--- src/rtl/multicycle_ctrl_fsm_pkg.sv ---
// Shared types and constants for the multicycle RV64-subset control unit:
// state encoding, opcodes, ALU op codes and datapath mux selects.
package multicycle_ctrl_fsm_pkg;

    typedef enum logic [3:0] {
        FETCH     = 4'd0,
        DECODE    = 4'd1,
        EXEC_R    = 4'd2,
        EXEC_I    = 4'd3,
        LUI       = 4'd4,
        WB_ALU    = 4'd5,
        MEM_ADDR  = 4'd6,
        MEM_READ  = 4'd7,
        MEM_WRITE = 4'd8,
        WB_MEM    = 4'd9,
        BRANCH    = 4'd10,
        HALT      = 4'd11
    } state_e;

    localparam logic [6:0] OP_R      = 7'b0110011;
    localparam logic [6:0] OP_I      = 7'b0010011;
    localparam logic [6:0] OP_LOAD   = 7'b0000011;
    localparam logic [6:0] OP_STORE  = 7'b0100011;
    localparam logic [6:0] OP_BRANCH = 7'b1100011;
    localparam logic [6:0] OP_LUI    = 7'b0110111;

    localparam logic [2:0] ALU_ADD = 3'd1;
    localparam logic [2:0] ALU_SUB = 3'd2;

    localparam logic [2:0] MUXA_PC    = 3'd0;
    localparam logic [2:0] MUXA_REGA  = 3'd1;
    localparam logic [2:0] MUXA_ZERO  = 3'd2;
    localparam logic [2:0] MUXA_OLDPC = 3'd3;

    localparam logic [2:0] MUXB_REGB = 3'd0;
    localparam logic [2:0] MUXB_FOUR = 3'd1;
    localparam logic [2:0] MUXB_IMM  = 3'd2;

    localparam logic [2:0] F3_BEQ = 3'b000;
    localparam logic [2:0] F3_BNE = 3'b001;

    // Unsupported branch flavours (blt, bge, ...) simply fall through.
    function automatic logic branch_taken(input logic [2:0] funct3, input logic igual);
        logic taken;
        taken = 1'b0;
        if (funct3 == F3_BEQ) taken = igual;
        else if (funct3 == F3_BNE) taken = ~igual;
        return taken;
    endfunction

endpackage

--- src/rtl/multicycle_ctrl_fsm_if.sv ---
// Control bundle between the multicycle control unit (master) and the
// CPU datapath (slave): decoded IR fields in, every datapath control out.
interface multicycle_ctrl_fsm_if;
    logic [6:0]  opcode;
    logic [2:0]  funct3;
    logic        funct7_5;
    logic        igual;
    logic        pc_write;
    logic        pc_src;
    logic        pc_old_load;
    logic        ir_load;
    logic        ab_load;
    logic        ulaout_load;
    logic        mem_write;
    logic        reg_write;
    logic        wb_sel;
    logic [2:0]  ula_seletor;
    logic [2:0]  mux_a_sel;
    logic [2:0]  mux_b_sel;
    logic        halted;
    logic [3:0]  state_o;
    logic [31:0] instr_retired;

    modport master (
        input  opcode, funct3, funct7_5, igual,
        output pc_write, pc_src, pc_old_load, ir_load, ab_load, ulaout_load,
               mem_write, reg_write, wb_sel, ula_seletor, mux_a_sel, mux_b_sel,
               halted, state_o, instr_retired
    );

    modport slave (
        output opcode, funct3, funct7_5, igual,
        input  pc_write, pc_src, pc_old_load, ir_load, ab_load, ulaout_load,
               mem_write, reg_write, wb_sel, ula_seletor, mux_a_sel, mux_b_sel,
               halted, state_o, instr_retired
    );
endinterface

--- src/rtl/multicycle_ctrl_fsm_wait_counter.sv ---
// Cycles-in-state counter for memory waits: saturates at MAX_COUNT, is
// cleared whenever the FSM leaves a state, and flags when target is reached.
module multicycle_ctrl_fsm_wait_counter #(
    parameter int unsigned MAX_COUNT = 1
) (
    input  logic       clock,
    input  logic       reset,
    input  logic       clear_i,
    input  logic [2:0] target_i,
    output logic [2:0] count_o,
    output logic       done_o
);
    localparam logic [2:0] SAT = 3'(MAX_COUNT);

    logic [2:0] count_q;
    logic [2:0] count_d;

    always_comb begin
        count_d = count_q;
        if (clear_i) count_d = 3'd0;
        else if (count_q < SAT) count_d = count_q + 3'd1;
    end

    always_ff @(posedge clock or negedge reset) begin
        if (!reset) count_q <= 3'd0;
        else        count_q <= count_d;
    end

    assign count_o = count_q;
    assign done_o  = (count_q >= target_i);
endmodule

--- src/rtl/multicycle_ctrl_fsm.sv ---
// Multicycle control FSM for the RV64-subset datapath (Moore outputs).
// Optional: define CTRL_PERF_CNT_EN to enable the instr_retired counter.
module multicycle_ctrl_fsm
    import multicycle_ctrl_fsm_pkg::*;
#(
    parameter int unsigned MEM_WAIT_CYCLES = 1
) (
    input  logic                 clock,
    input  logic                 reset,
    multicycle_ctrl_fsm_if.master bus
);
    // FETCH issues its read in the first cycle, so it needs one cycle less than MEM_READ.
    localparam logic [2:0] FETCH_LAST = (MEM_WAIT_CYCLES == 0) ? 3'd0 : 3'(MEM_WAIT_CYCLES - 1);
    localparam logic [2:0] READ_LAST  = 3'(MEM_WAIT_CYCLES);

    state_e     state_q;
    state_e     state_d;
    logic [2:0] waitCount;
    logic [2:0] waitTarget;
    logic       waitDone;

    assign waitTarget = (state_q == MEM_READ) ? READ_LAST : FETCH_LAST;

    multicycle_ctrl_fsm_wait_counter #(
        .MAX_COUNT(MEM_WAIT_CYCLES)
    ) u_wait (
        .clock   (clock),
        .reset   (reset),
        .clear_i (state_d != state_q),
        .target_i(waitTarget),
        .count_o (waitCount),
        .done_o  (waitDone)
    );

    always_ff @(posedge clock or negedge reset) begin
        if (!reset) state_q <= FETCH;
        else        state_q <= state_d;
    end

    always_comb begin
        state_d = state_q;
        case (state_q)
            FETCH:     if (waitDone) state_d = DECODE;
            DECODE: begin
                case (bus.opcode)
                    OP_R:               state_d = EXEC_R;
                    OP_I:               state_d = EXEC_I;
                    OP_LOAD, OP_STORE:  state_d = MEM_ADDR;
                    OP_BRANCH:          state_d = BRANCH;
                    OP_LUI:             state_d = LUI;
                    default:            state_d = HALT;
                endcase
            end
            EXEC_R, EXEC_I, LUI: state_d = WB_ALU;
            MEM_ADDR:  state_d = (bus.opcode == OP_STORE) ? MEM_WRITE : MEM_READ;
            MEM_READ:  if (waitDone) state_d = WB_MEM;
            WB_ALU, MEM_WRITE, WB_MEM, BRANCH: state_d = FETCH;
            HALT:      state_d = HALT;
            default:   state_d = FETCH;
        endcase
    end

    // Outputs are forced quiet while reset is held so no write leaks out.
    always_comb begin
        bus.pc_write    = 1'b0;
        bus.pc_src      = 1'b0;
        bus.pc_old_load = 1'b0;
        bus.ir_load     = 1'b0;
        bus.ab_load     = 1'b0;
        bus.ulaout_load = 1'b0;
        bus.mem_write   = 1'b0;
        bus.reg_write   = 1'b0;
        bus.wb_sel      = 1'b0;
        bus.ula_seletor = ALU_ADD;
        bus.mux_a_sel   = MUXA_PC;
        bus.mux_b_sel   = MUXB_REGB;
        bus.halted      = 1'b0;
        if (reset) begin
            case (state_q)
                FETCH: begin
                    bus.pc_old_load = (waitCount == 3'd0);
                    if (waitDone) begin
                        bus.ir_load   = 1'b1;
                        bus.pc_write  = 1'b1;
                        bus.mux_a_sel = MUXA_PC;
                        bus.mux_b_sel = MUXB_FOUR;
                    end
                end
                DECODE: begin
                    bus.ab_load     = 1'b1;
                    bus.ulaout_load = 1'b1;
                    bus.mux_a_sel   = MUXA_OLDPC;
                    bus.mux_b_sel   = MUXB_IMM;
                end
                EXEC_R: begin
                    bus.ulaout_load = 1'b1;
                    bus.mux_a_sel   = MUXA_REGA;
                    bus.mux_b_sel   = MUXB_REGB;
                    if (bus.funct3 == 3'b000 && bus.funct7_5) bus.ula_seletor = ALU_SUB;
                end
                EXEC_I, MEM_ADDR: begin
                    bus.ulaout_load = 1'b1;
                    bus.mux_a_sel   = MUXA_REGA;
                    bus.mux_b_sel   = MUXB_IMM;
                end
                LUI: begin
                    bus.ulaout_load = 1'b1;
                    bus.mux_a_sel   = MUXA_ZERO;
                    bus.mux_b_sel   = MUXB_IMM;
                end
                WB_ALU:    bus.reg_write = 1'b1;
                MEM_WRITE: bus.mem_write = 1'b1;
                WB_MEM: begin
                    bus.reg_write = 1'b1;
                    bus.wb_sel    = 1'b1;
                end
                BRANCH: begin
                    bus.ula_seletor = ALU_SUB;
                    bus.mux_a_sel   = MUXA_REGA;
                    bus.mux_b_sel   = MUXB_REGB;
                    if (branch_taken(bus.funct3, bus.igual)) begin
                        bus.pc_write = 1'b1;
                        bus.pc_src   = 1'b1;
                    end
                end
                HALT:    bus.halted = 1'b1;
                default: ;
            endcase
        end
    end

    assign bus.state_o = state_q;

`ifdef CTRL_PERF_CNT_EN
    logic [31:0] retired_q;
    logic [31:0] retired_d;

    assign retired_d = (state_q != FETCH && state_d == FETCH) ? retired_q + 32'd1 : retired_q;

    always_ff @(posedge clock or negedge reset) begin
        if (!reset) retired_q <= 32'd0;
        else        retired_q <= retired_d;
    end

    assign bus.instr_retired = retired_q;
`else
    assign bus.instr_retired = 32'd0;
`endif
endmodule
--- src/flat_wrapper.sv ---
// flat-port wrapper written by rule: the top's interface ports become plain ports
module multicycle_ctrl_fsm_flat import multicycle_ctrl_fsm_pkg::*;
#(
    parameter int unsigned MEM_WAIT_CYCLES = 1
)
  (clock, reset, bus_opcode, bus_funct3, bus_funct7_5, bus_igual, bus_pc_write, bus_pc_src, bus_pc_old_load, bus_ir_load, bus_ab_load, bus_ulaout_load, bus_mem_write, bus_reg_write, bus_wb_sel, bus_ula_seletor, bus_mux_a_sel, bus_mux_b_sel, bus_halted, bus_state_o, bus_instr_retired);
  multicycle_ctrl_fsm_if bus_i ();
  input  logic clock;
  input  logic reset;
  input wire logic [$bits(bus_i.opcode)-1:0] bus_opcode;
  input wire logic [$bits(bus_i.funct3)-1:0] bus_funct3;
  input wire logic [$bits(bus_i.funct7_5)-1:0] bus_funct7_5;
  input wire logic [$bits(bus_i.igual)-1:0] bus_igual;
  output wire logic [$bits(bus_i.pc_write)-1:0] bus_pc_write;
  output wire logic [$bits(bus_i.pc_src)-1:0] bus_pc_src;
  output wire logic [$bits(bus_i.pc_old_load)-1:0] bus_pc_old_load;
  output wire logic [$bits(bus_i.ir_load)-1:0] bus_ir_load;
  output wire logic [$bits(bus_i.ab_load)-1:0] bus_ab_load;
  output wire logic [$bits(bus_i.ulaout_load)-1:0] bus_ulaout_load;
  output wire logic [$bits(bus_i.mem_write)-1:0] bus_mem_write;
  output wire logic [$bits(bus_i.reg_write)-1:0] bus_reg_write;
  output wire logic [$bits(bus_i.wb_sel)-1:0] bus_wb_sel;
  output wire logic [$bits(bus_i.ula_seletor)-1:0] bus_ula_seletor;
  output wire logic [$bits(bus_i.mux_a_sel)-1:0] bus_mux_a_sel;
  output wire logic [$bits(bus_i.mux_b_sel)-1:0] bus_mux_b_sel;
  output wire logic [$bits(bus_i.halted)-1:0] bus_halted;
  output wire logic [$bits(bus_i.state_o)-1:0] bus_state_o;
  output wire logic [$bits(bus_i.instr_retired)-1:0] bus_instr_retired;
  assign bus_i.opcode = bus_opcode;
  assign bus_i.funct3 = bus_funct3;
  assign bus_i.funct7_5 = bus_funct7_5;
  assign bus_i.igual = bus_igual;
  assign bus_pc_write = bus_i.pc_write;
  assign bus_pc_src = bus_i.pc_src;
  assign bus_pc_old_load = bus_i.pc_old_load;
  assign bus_ir_load = bus_i.ir_load;
  assign bus_ab_load = bus_i.ab_load;
  assign bus_ulaout_load = bus_i.ulaout_load;
  assign bus_mem_write = bus_i.mem_write;
  assign bus_reg_write = bus_i.reg_write;
  assign bus_wb_sel = bus_i.wb_sel;
  assign bus_ula_seletor = bus_i.ula_seletor;
  assign bus_mux_a_sel = bus_i.mux_a_sel;
  assign bus_mux_b_sel = bus_i.mux_b_sel;
  assign bus_halted = bus_i.halted;
  assign bus_state_o = bus_i.state_o;
  assign bus_instr_retired = bus_i.instr_retired;
  multicycle_ctrl_fsm #(.MEM_WAIT_CYCLES(MEM_WAIT_CYCLES)) u_core (.clock(clock), .reset(reset), .bus(bus_i));
endmodule
--- config.mk ---
export PLATFORM = sky130hd
export DESIGN_NAME = multicycle_ctrl_fsm_flat
export DESIGN_NICKNAME = d
export VERILOG_FILES = /design/src/rtl/multicycle_ctrl_fsm_pkg.sv /design/src/rtl/multicycle_ctrl_fsm_if.sv /design/src/rtl/multicycle_ctrl_fsm_wait_counter.sv /design/src/rtl/multicycle_ctrl_fsm.sv /design/src/flat_wrapper.sv
export SDC_FILE = /design/constraint.sdc
export NUM_CORES = 1
export LEC_CHECK = 0
export BUFFER_PORTS_ARGS = -buffer_cell sky130_fd_sc_hd__buf_2
export CORE_MARGIN = 2
export CORE_UTILIZATION = 43
export DETAILED_ROUTE_END_ITERATION = 12
export GPL_ROUTABILITY_DRIVEN = 0
export PLACE_DENSITY = 0.79
export REMOVE_ABC_BUFFERS = 1
export SYNTH_ARGS = -nofsm -noshare
export SYNTH_HDL_FRONTEND = slang
export SYNTH_HIERARCHICAL = 1
export SYNTH_SLANG_ARGS = --single-unit
--- constraint.sdc ---
create_clock -name clock -period 3.1 [get_ports clock]
set_input_delay 0.465 -clock clock [delete_from_list [all_inputs] [get_ports clock]]
set_output_delay 0.465 -clock clock [all_outputs]
set_load 0.1 [all_outputs]
==> impl_metrics.json <==
{
  "status": "complete, no violations",
  "hold_buffers": 0,
  "crit_top_cell": "buf_4",
  "antenna_cells": 0,
  "clock_path_buffers": 2,
  "die_width_um": 54.9,
  "finalNonFillerCells": 221,
  "row_count": 18,
  "startpoint_type": "flop",
  "ys_types": 40,
  "dr_total_vias": 1054,
  "critPathRequiredTime_ns": 2.63,
  "wl_per_cell_um": 9.87,
  "gr-usage-all-layers_pct": 14.1,
  "port_buffers": 33,
  "finalSetupViolCount": 0,
  "detailed_place_hpwl_mm": 1.70,
  "hold_viol_final": 0,
  "die_area_sq_mm": 0.00302,
  "timing.rr.start": "u_core/bus.state_o[3]",
  "clk_pin_slew_ns": 0.05,
  "drv_slew": 0,
  "io_pins": 69,
  "drcViolationCount": 0,
  "fmax_mhz": 362,
  "cp_slowest_cell": "dfrtp_1",
  "whs_ns": 0.0883,
  "layout_commonest_cell": "conb_1",
  "syn_area_per_cell_sq_um": 7.19,
  "fin_crit_ns": 2.76,
  "end_kind": "output port",
  "clock_sinks": 7,
  "max_cap_viol_count": 0,
  "path_class": "flop to output port",
  "cts_setup_buffers": 0,
  "ctsResizeCount": 0,
  "first_pass_iters": 4,
  "fin_crit_sh_pct": 89.1,
  "cts_tree": "built",
  "antenna_found_initial": 0,
  "synth_warnings": 6,
  "cts_root_buf": "clkbuf_4",
  "crit_arrival_ns": 2.30,
  "area.growth.synth_to_final_pct": 13.7,
  "die_y_um": 54.9,
  "r2r.worst_path.cells": 11,
  "postRouteAntennaNets": 0,
  "startpoint": "u_core/bus.state_o[3]",
  "seq_area_frac_synth_pct": 15.7,
  "grt_pass1_wl_mm": 3.09,
  "clk_latency_ns": 0.25,
  "gr-total-overflow": 0,
  "grt_pass1_vias": 740,
  "drtIter0Drc": 24,
  "path_cells": "nand2b_1 -> nor2_1 -> ha_1 -> nor2b_1 -> o21ai_0 -> buf_4 -> nor4b_1 -> buf_4 -> or2_1 -> buf_12",
  "cp_max_fo": 7,
  "crit_path_max_incr_delay_ns": 0.37,
  "htreeDepth": 1,
  "viasPerCell": 4.77,
  "regToRegSetupSlack_ns": 0.82,
  "synth_cells": 155,
  "rsz0062_at_grt": "no",
  "layout_common_cells": "37 x conb_1, 30 x buf_2, 13 x nand2_1, 11 x nor2_1, 9 x nor3_1",
  "r2r_end": "u_core/u_wait/count_o[0]",
  "synth_area_sq_mm": 0.00111,
  "hold_class": "input port to asynchronous set/reset pin",
  "numCtsBuffers": 3,
  "worstSetupEndpoint": "bus_pc_write",
  "fin_worst_skew_ns": 0.00589,
  "fin_tns_setup_ns": 0,
  "drt_wl_total_mm": 2.18,
  "core_sq_mm": 0.00248,
  "drive_gt1_share_pct": 24.1,
  "dp.cells": 217,
  "final_nets": 210,
  "grt_start_max_net_pins": 21,
  "synth_seq_cells": 7,
  "start_util_pct": 45.0
}
[final cells by class]
cell class | count | area [sq um]
Sequential cell | 7 | 175
Clock buffer | 4 | 26.3
Tap cell | 30 | 37.5
Inverter | 8 | 30.0
Fill cell | 263 | 1210
Timing Repair Buffer | 39 | 255
Multi-Input combinational cell | 133 | 743
[kinds of logic after synthesis]
kind of cell,Yosys count,synth area share [%]
simple gates,61,30.5
other cells,1,0.336
fa+ha+maj,4,4.49
flops,7,15.7
compound gates,27,15.8
mux,1,1.01
xor+xnor,3,2.36
buf+inv,51,29.7
[worst max-delay path, delay by kind of cell (launching register included)]
| family | cells | cell delay [ns] |
|---|---|---|
| AOI/OAI and AO/OA | 1 | 0.09 |
| adders and majority gates | 1 | 0.25 |
| buffers and inverters | 3 | 0.50 |
| DFF | 1 | 0.37 |
| and+or+nand+nor | 5 | 0.86 |
[synthesized netlist by cell type]
cell / n / share of area (%)
buf_2: 4 / 1.8
o221ai_1: 2 / 1.6
a21oi_1: 8 / 3.6
and2b_1: 1 / 0.67
nor3_1: 9 / 4.0
nand2b_1: 4 / 2.2
nor4b_1: 1 / 0.79
nand3_1: 2 / 0.90
or4_1: 1 / 0.67
dfrtp_1: 7 / 16
o22a_1: 1 / 0.79
a221oi_1: 1 / 0.79
o32ai_1: 1 / 0.79
nand4bb_2: 1 / 1.5
mux2_2: 1 / 1.0
ha_1: 4 / 4.5
xnor2_1: 3 / 2.4
a31oi_1: 1 / 0.56
nor2b_1: 2 / 1.1
clkbuf_1: 2 / 0.67
and4b_1: 1 / 0.90
or2_1: 2 / 1.1
or2_2: 1 / 0.56
a211oi_1: 3 / 2.0
and3_1: 2 / 1.1
nor3b_1: 1 / 0.67
o21ai_0: 6 / 2.7
buf_4: 36 / 24
conb_1: 1 / 0.34
o2bb2ai_1: 1 / 0.79
and2_1: 3 / 1.7
o21ai_2: 1 / 0.79
inv_1: 8 / 2.7
buf_1: 1 / 0.34
nand2_1: 13 / 4.4
o311ai_0: 1 / 0.79
or3b_1: 4 / 3.1
o21bai_1: 1 / 0.67
nand3b_1: 2 / 1.3
nor2_1: 11 / 3.7
[metal layers]
layer  up-vias  routed length [um]  global-route usage [%]
met1       461                 919                    18.9
met2        59                1050                    21.2
met3         4                 191                    4.57
li1        530                   -                       -
met4         0                  21                    4.88
met5         -                   0                       0
[through the flow]
step	setup WS [ns]	utilization, %	instance area, sq um
after CTS	0.330	51.2	1270
after detailed placement	0.614	50.1	1240
final	0.336	51.2	1270
after floorplan	-6.81	-	948
after global routing	0.144	51.2	1270
after global placement	0.672	50.1	1240
[state kept, by name, indices dropped and copies added (netlist names)]
register,flops
u_core/bus.state_o,4
u_core/u_wait/count_o,3
[worst min-delay path by stage]
| stage | slack [ns] | end |
|---|---|---|
| finish | 0.09 | u_core/u_wait/count_o[2] |
| global route | 0.08 | u_core/bus.state_o[3] |
| CTS | 0.08 | u_core/u_wait/count_o[2] |
| detailed placement | 0.35 | u_core/bus.state_o[3] |
| global placement | 0.36 | u_core/bus.state_o[0] |
| floorplan | 0.17 | u_core/bus.state_o[0] |
Power is not shown: default switching activity piles up to over one toggle a cycle in this logic, so the estimate is an artifact.
